### config.mk
export PLATFORM = sky130hd
export DESIGN_NAME = ring_sequence_monitor
export DESIGN_NICKNAME = d
export VERILOG_FILES = /design/src/rtl/ring_mon_pkg.sv /design/src/rtl/ring_mon_onehot_encoder.sv /design/src/rtl/ring_sequence_monitor.sv
export SDC_FILE = /design/constraint.sdc
export NUM_CORES = 1
export LEC_CHECK = 0
export CORE_MARGIN = 3
export CORE_UTILIZATION = 52
export CTS_BUF_LIST = sky130_fd_sc_hd__clkbuf_8
export DETAILED_ROUTE_END_ITERATION = 10
export PLACE_DENSITY = 0.92
export SLEW_MARGIN = 30
export SYNTH_ARGS = -nofsm -noshare
export SYNTH_HDL_FRONTEND = slang
export SYNTH_SLANG_ARGS = --single-unit
### constraint.sdc
create_clock -name clk_i -period 2.1 [get_ports clk_i]
set_input_delay 0.21 -clock clk_i [delete_from_list [all_inputs] [get_ports clk_i]]
set_output_delay 0.21 -clock clk_i [all_outputs]
set_load 0.01 [all_outputs]
### src/rtl/ring_mon_pkg.sv
// Shared types and the ring-counter next-state rule used by the sequence monitor.
package ring_mon_pkg;

    typedef enum logic [1:0] {
        IDLE  = 2'd0,
        LOCK  = 2'd1,
        FAULT = 2'd2
    } mon_state_t;

    localparam int NBITS_COUNT_DEF = 4;
    localparam int RING_MAX        = 32;

    // Works on a RING_MAX-wide container so one function serves any ring width up to RING_MAX.
    function automatic logic [RING_MAX-1:0] next_ring(input logic [RING_MAX-1:0] prev,
                                                      input logic                load_q,
                                                      input int unsigned         nbits);
        logic [RING_MAX-1:0] mask;
        logic [RING_MAX-1:0] msb_shift;
        mask      = (RING_MAX'(1) << nbits) - RING_MAX'(1);
        msb_shift = prev >> (nbits - 1);
        if (load_q || msb_shift[0]) begin
            return RING_MAX'(1);
        end
        return (prev << 1) & mask;
    endfunction

endpackage

### src/rtl/ring_mon_onehot_encoder.sv
// Combinational classifier for the sampled ring value: zero, one-hot, and hot-bit index.
module onehot_encoder #(
    parameter int NBITS = 4
) (
    input  logic [NBITS-1:0]         in_i,
    output logic                     is_onehot_o,
    output logic                     is_zero_o,
    output logic [$clog2(NBITS)-1:0] index_o
);

    always_comb begin
        is_zero_o   = (in_i == '0);
        is_onehot_o = !is_zero_o && ((in_i & (in_i - NBITS'(1))) == '0);
        index_o     = '0;
        // Index is only meaningful when is_onehot_o is set.
        for (int i = 0; i < NBITS; i++) begin
            if (in_i[i]) begin
                index_o = index_o | ($clog2(NBITS))'(i);
            end
        end
    end

endmodule

### src/rtl/ring_sequence_monitor.sv
// Passive checker for a walking-one ring counter: locks on, tracks position and laps,
// and reports step violations with a sticky flag and a saturating error count.
module ring_sequence_monitor
    import ring_mon_pkg::*;
#(
    parameter int NBITS_COUNT = NBITS_COUNT_DEF,
    parameter int NBITS_LAP   = 8,
    parameter int NBITS_ERR   = 4
) (
    input  logic                           clk_i,
    input  logic                           reset_i,
    input  logic                           load_i,
    input  logic                           clear_err_i,
    input  logic [NBITS_COUNT-1:0]         count_in_i,
    output logic                           locked_o,
    output logic [$clog2(NBITS_COUNT)-1:0] position_o,
    output logic [NBITS_LAP-1:0]           laps_o,
    output logic                           lap_done_o,
    output logic                           step_err_o,
    output logic                           err_sticky_o,
    output logic [NBITS_ERR-1:0]           err_count_o
);

    localparam int IW = $clog2(NBITS_COUNT);

    mon_state_t             state_q, state_d;
    logic [NBITS_COUNT-1:0] prev_q;
    logic                   load_q;
    logic                   locked_q, locked_d;
    logic [IW-1:0]          position_q, position_d;
    logic [NBITS_LAP-1:0]   laps_q, laps_d;
    logic                   lap_done_q, lap_done_d;
    logic                   step_err_q, step_err_d;
    logic                   err_sticky_q, err_sticky_d;
    logic [NBITS_ERR-1:0]   err_count_q, err_count_d;

    logic                   is_onehot, is_zero;
    logic [IW-1:0]          hot_index;
    logic [NBITS_COUNT-1:0] expected;

    onehot_encoder #(.NBITS(NBITS_COUNT)) u_enc (
        .in_i        (count_in_i),
        .is_onehot_o (is_onehot),
        .is_zero_o   (is_zero),
        .index_o     (hot_index)
    );

    assign expected = NBITS_COUNT'(next_ring(RING_MAX'(prev_q), load_q, NBITS_COUNT));

    always_comb begin
        state_d      = state_q;
        position_d   = '0;
        laps_d       = laps_q;
        lap_done_d   = 1'b0;
        step_err_d   = 1'b0;
        err_sticky_d = err_sticky_q;
        err_count_d  = err_count_q;

        unique case (state_q)
            IDLE: begin
                if (is_onehot) begin
                    state_d    = LOCK;
                    position_d = hot_index;
                    laps_d     = '0;
                end else if (!is_zero) begin
                    state_d    = FAULT;
                    step_err_d = 1'b1;
                end
            end
            LOCK: begin
                if (count_in_i == expected) begin
                    position_d = hot_index;
                    if (load_q) begin
                        laps_d = '0;
                    end else if (prev_q[NBITS_COUNT-1]) begin
                        laps_d     = laps_q + NBITS_LAP'(1);
                        lap_done_d = 1'b1;
                    end
                end else begin
                    state_d    = FAULT;
                    step_err_d = 1'b1;
                end
            end
            FAULT: begin
                // Only an explicit reload gets us back; further bad steps are not re-reported.
                if (load_q && count_in_i == NBITS_COUNT'(1)) begin
                    state_d    = LOCK;
                    position_d = hot_index;
                    laps_d     = '0;
                end
            end
            default: state_d = IDLE;
        endcase

        locked_d = (state_d == LOCK);

        if (step_err_d) begin
            err_sticky_d = 1'b1;
            if (clear_err_i) begin
                err_count_d = NBITS_ERR'(1);
            end else if (!(&err_count_q)) begin
                err_count_d = err_count_q + NBITS_ERR'(1);
            end
        end else if (clear_err_i) begin
            err_sticky_d = 1'b0;
            err_count_d  = '0;
        end
    end

    always_ff @(posedge clk_i) begin
        if (reset_i) begin
            state_q      <= IDLE;
            prev_q       <= '0;
            load_q       <= 1'b0;
            locked_q     <= 1'b0;
            position_q   <= '0;
            laps_q       <= '0;
            lap_done_q   <= 1'b0;
            step_err_q   <= 1'b0;
            err_sticky_q <= 1'b0;
            err_count_q  <= '0;
        end else begin
            state_q      <= state_d;
            prev_q       <= count_in_i;
            load_q       <= load_i;
            locked_q     <= locked_d;
            position_q   <= position_d;
            laps_q       <= laps_d;
            lap_done_q   <= lap_done_d;
            step_err_q   <= step_err_d;
            err_sticky_q <= err_sticky_d;
            err_count_q  <= err_count_d;
        end
    end

    assign locked_o     = locked_q;
    assign position_o   = position_q;
    assign laps_o       = laps_q;
    assign lap_done_o   = lap_done_q;
    assign step_err_o   = step_err_q;
    assign err_sticky_o = err_sticky_q;
    assign err_count_o  = err_count_q;

endmodule

* After elaboration in Yosys (flattened, before gate mapping)
Index checks and enable logic that the tools add are counted.
Cells by class: add/subtract/negate cells 3, eq/ne operators 10, mux-type cells 32, bitwise logic cells 3, reductions and logical operators 13
Operator list (count):
- 8-bit two-way mux | 5
- 4-bit two-way mux | 6
- 8-bit case mux with 3 select lines | 1
- 2-bit two-way mux | 9
- 2-bit case mux with 3 select lines | 2
- 8-bit by 1-bit adder with 8-bit output (second input constant) | 1
- 4-bit zero test | 2
- 1-bit two-way mux | 8
- 2-bit inequality test (second input constant) | 4
- 5-bit AND reduction | 1
- 4-bit by 1-bit adder with 4-bit output (second input constant) | 1
- 4-bit bitwise AND | 1
- 2-bit by 1-bit == test with 1-bit output (second input constant) | 2
- 4-bit by 1-bit == test with 1-bit output (second input constant) | 1
- 4-bit == test | 1
- 4-bit AND reduction | 1
- 4-bit OR reduction | 1
- 4-bit by 1-bit subtractor with 4-bit output (second input constant) | 1
- 3-bit inequality test (second input constant) | 1
- 3-bit nonzero test | 1
- 2-bit == test (second input constant) | 1
- 1-bit logical AND | 2
- 2-bit zero test | 1
- 1-bit NOT | 2
- other kinds (5) | 5
Storage, ports and cells: register bits after elaboration 25, bits of input ports 8, output and inout bits 18, word-level logic and storage cells 71

* Depth between registers and ports, before layout
depth after elaboration 8, gate-level depth with buffers 7, mapped depth without buffers 6

* Cells and area by module
Synthesis repeated with hierarchy kept, for this count alone.
Unflattened totals: cells, all modules 133, area, all modules 1208.7 µm²
Modules (own cells, without submodules):
- ring_sequence_monitor | instances 1, cells each 125, area each 1152.4 µm², sequential area each 500.5 µm²
- onehot_encoder | instances 1, cells each 8, area each 56.3 µm², sequential area each 0.0 µm²

* Worst setup path before layout
No wires, ideal clock.
path kind reg2reg, from reg err_count_q[0], in the netlist err_count_o[0], to reg err_count_q[3], in the netlist err_count_o[3], library setup time 70 ps, arrival time 1693 ps, required time 2030 ps, setup slack 337 ps, cell stages (with the launch flop) 6, path buffers 0, period minus slack after synthesis 1763 ps, path through dfxtp_1 ha_1 and3_1 or3_4 or4_1 a21oi_1
Between the ends: longest elaborated chain between the ends 4, elaborated cells on any way between the ends 7, those cells by class add/sub: 1; eq/ne: 1; mux: 3; reduce/logical: 2
RTL lines:
- start: declaration | RTL line ring_sequence_monitor.sv:35 | logic [NBITS_ERR-1:0] err_count_q, err_count_d;
- start signal: assignment | RTL line ring_sequence_monitor.sv:132 | err_count_q <= err_count_d;
- 4-bit by 1-bit adder with 4-bit output | RTL line ring_sequence_monitor.sv:102 | err_count_d = err_count_q + NBITS_ERR'(1);
- 4-bit two-way mux | RTL line ring_sequence_monitor.sv:101 | end else if (!(&err_count_q)) begin
- 4-bit two-way mux | RTL line ring_sequence_monitor.sv:99 | if (clear_err_i) begin
- 4-bit two-way mux | RTL line ring_sequence_monitor.sv:97 | if (step_err_d) begin
Parallel ways exist; a longest one is shown, timed or not. The select of a mux whose other input is x is not followed. A chain may end at the register's enable or synchronous reset.

* Final worst setup path
from in count_in_i[3], to reg err_count_q[3], in the netlist err_count_o[3]
Between the ends: longest elaborated chain between the ends 8, elaborated cells on any way between the ends 14, those cells by class add/sub: 1; eq/ne: 1; mux: 5; bitwise: 1; reduce/logical: 6
RTL lines:
- start: declaration | RTL line ring_sequence_monitor.sv:14 | input logic [NBITS_COUNT-1:0] count_in_i,
- 4-bit by 1-bit subtractor with 4-bit output | RTL line ring_mon_onehot_encoder.sv:13 | is_onehot_o = !is_zero_o && ((in_i & (in_i - NBITS'(1))) == '0);
- 4-bit bitwise AND | RTL line ring_mon_onehot_encoder.sv:13
- 4-bit zero test | RTL line ring_mon_onehot_encoder.sv:13
- 1-bit logical AND | RTL line ring_mon_onehot_encoder.sv:13
- 1-bit two-way mux | RTL line ring_sequence_monitor.sv:61 | if (is_onehot) begin
- 1-bit case mux with 2 select lines * | RTL line ring_sequence_monitor.sv:59 | unique case (state_q)
- 2-bit nonzero test (no line)
- 2-bit AND reduction (no line)
Every way passes the cells marked *; elsewhere a longest branch is shown, timed or not.

==> flow_summary.yaml <==
power_and_ir_drop:
  p_seq_share_pct: 53.9
  ir_drop_mv: 0.621
  swShare_pct: 25.9
  power_mw: 0.945
  clkPwrFrac_pct: 29.8
  share_comb_of_total_power_pct: 16.3
  internal_power_mw: 0.700
  p_switching_mw: 0.245
  p_leak_nw: 0.598
  powerDensity_nw_per_um2: 576
sta:
  clock_skew_ns: 0.00176
  worst_slack_ns: 0.186
  rsz0062_at_grt: "false"
  fmax_mhz: 523
  setup_tns_ns: 0
  min_period_ns: 1.91
  maxSlewViolCount: 0
  hold_viol: 0
  timing.hold.ws_ns: 0.375
  fin_crit_sh_pct: 91.1
  slew_headroom_pct: 68.4
  tightest_slew_ns: 0.473
  setup_viol: 0
synth:
  synth_seq_cells: 25
  synth_area_leaders: "dfxtp_1, a21oi_1, nor2_1"
  synth.most_common_cell: "dfxtp_1"
  yosysUniqueCellTypes: 43
  ys_top_cells_by_count: "dfxtp_1, a21oi_1, nor2_1"
  syn_inst: 150
  syn_avg_cell_area_um2: 8.55
  ys_seq_area_share_pct: 39.0
  synthArstFlopShare_pct: 0
  synth_nets: 160
  syn_area_um2: 1280
  yosysTopAreaCellShare_pct: 39.0
  yosysTopAreaCell: "dfxtp_1"
  synth-edff-count: 0
  synth_warnings: 0
  synth-main-ff-cell: "dfxtp_1"
route:
  route.detailed.drc: 0
  drt-initial-drc-count: 40
  wl_per_cell_um: 15.4
  wirelength_um: 3210
  viasPerCell: 5.98
  ant_nets: 0
  num_vias: 1249
  drt_pass1_iterations: 4
finish:
  syn2layout_area_growth_pct: 27.9
  post-route-util_pct: 72.1
  fillCellCount: 173
  seq_area_um2: 500
  drive_above_1_share_pct: 11.0
  stdcell_area_um2: 1640
  final_cells: 209
  multiInputGateArea_um2: 702
  antenna_cells: 0
  fin_nets: 192
hold_path:
  min_path_type: "input pin to flop"
  hp-start: "count_in_i[0]"
  min_path_cells: 2
clock_tree:
  cts_buffers: 3
  path_clk_slew_ns: 0.08
  h-tree-depth: 1
  cts_tree: "yes"
  cts_root_buffer: "clkbuf_8"
  cts.path.max_buffers: 2
  clk_latency_ns: 0.27
  cts.sinks: 25
  hold_buffers: 0
placement:
  io_buffers: 25
  hpwl_um: 2370
  placed_area_um2: 1590
  place.gp.congestion: 0.848
  dp.cells: 205
  preCtsSetupSlack_ns: -0.124
outcome:
  status: "finished, final reports clean"
floorplanning:
  dieArea_um2: 3100
  initial_core_util_pct: 56.3
  core_um2: 2280
  die_x_um: 55.7
  io_pins: 26
  rows: 17
  die_y_um: 55.7
global_routing:
  grt_pass1_wl_um: 5820
  grt_pass1_vias: 1260
  antenna_found_initial: 0
  grt.total_usage_pct: 23.0
  grt_max_degree: 14
  overflow: 0
setup_path:
  cp-end-kind: "flop"
  path_class: "input pin to flop"
  critical_path_required_ns: 2.31
  worst_r2r_path_depth: 5
  worstReg2RegStart: "load_q$_SDFF_PP0_"
  critPathLaunch: "count_in_i[3]"
  cp_max_fo: 8
  cp.arrival_ns: 2.13
  startpoint_type: "input pin"
run:
  max-cap-violations: 0
-- state kept, by name, summed over array words and instances, names as in the netlist --
register	count
laps_o	8
err_sticky_o	1
err_count_o	4
lap_done_o	1
state_q	2
step_err_o	1
locked_o	1
position_o	2
prev_q	4
load_q	1
-- cell type report --
cell class / instances / area share, %
well taps: 28 / 2.14
repair buffers: 37 / 20.9
multi-input cells: 111 / 42.8
clock inverters: 1 / 0.229
flip-flops and latches: 25 / 30.5
inverters: 4 / 0.915
clock buffers: 3 / 2.52
-- kinds of logic after synthesis --
kind of cell,after synthesis,share of synthesized area [%]
AND/OR/NAND/NOR,61,27.7
XOR/XNOR,4,2.73
adder cells (fa/ha/maj),2,1.95
AO/OA/AOI/OAI,43,21.6
flip-flops,25,39.0
buffers and inverters,14,6.24
multiplexers,1,0.781
-- critical path: stages --
cell,delay (ns)
clkdlybuf4s50_1,0.64
a211o_1,0.20
a21oi_1,0.10
or3_4,0.38
or4_1,0.46
a21oi_1,0.14
-- path summary, 6_finish.rpt --
check / endpoint / slack, ns
max: err_count_o[3]$_SDFFE_PP0P_ / 0.19
min: prev_q[0]$_SDFF_PP0_ / 0.37
max reg2reg: laps_o[1]$_SDFFE_PP0P_ / 0.22
min reg2reg: err_sticky_o$_SDFFE_PP0P_ / 0.48
-- power groups by stage --
stage | Combinational, mW | Sequential (mW) | Clock (mW)
floorplan | 0.0969 | 0.514 | 0
global placement | 0.146 | 0.519 | 0
detailed placement | 0.152 | 0.520 | 0
CTS | 0.153 | 0.509 | 0.290
global route | 0.169 | 0.513 | 0.312
finish | 0.154 | 0.509 | 0.282
-- cell usage in the layout, fill, tap and decap left out, drive strengths merged, types with 2 or more instances in the layout --
cell type and n:
nand2 6, buf 12, inv 5, clkbuf 3
xnor2 3, nand3 5, nand4 4, and3 2
or3 3, o211ai 2, o31ai 4, nor4 2
o21ai 5, nand2b 6, dfxtp 25, nor3b 2
a211o 3, a21oi 16, a31oi 7, nor2 12
nor2b 7, ha 2, clkdlybuf4s50 24, nor3 4
-- per-layer routing --
metal,part of all wire [%],GRT usage (%),vias up
met5,0,0,-
li1,-,-,611
met3,7.4,6.03,10
met2,52,42.2,54
met4,1.6,6.25,0
met1,39,25.8,574
-- timing repair --
item                       in CTS  in global routing
buffers inserted                0                  0
setup endpoints to repair       0                  3
gates resized for setup         0                  1
No activity file was read; power rests on OpenSTA's default activity.
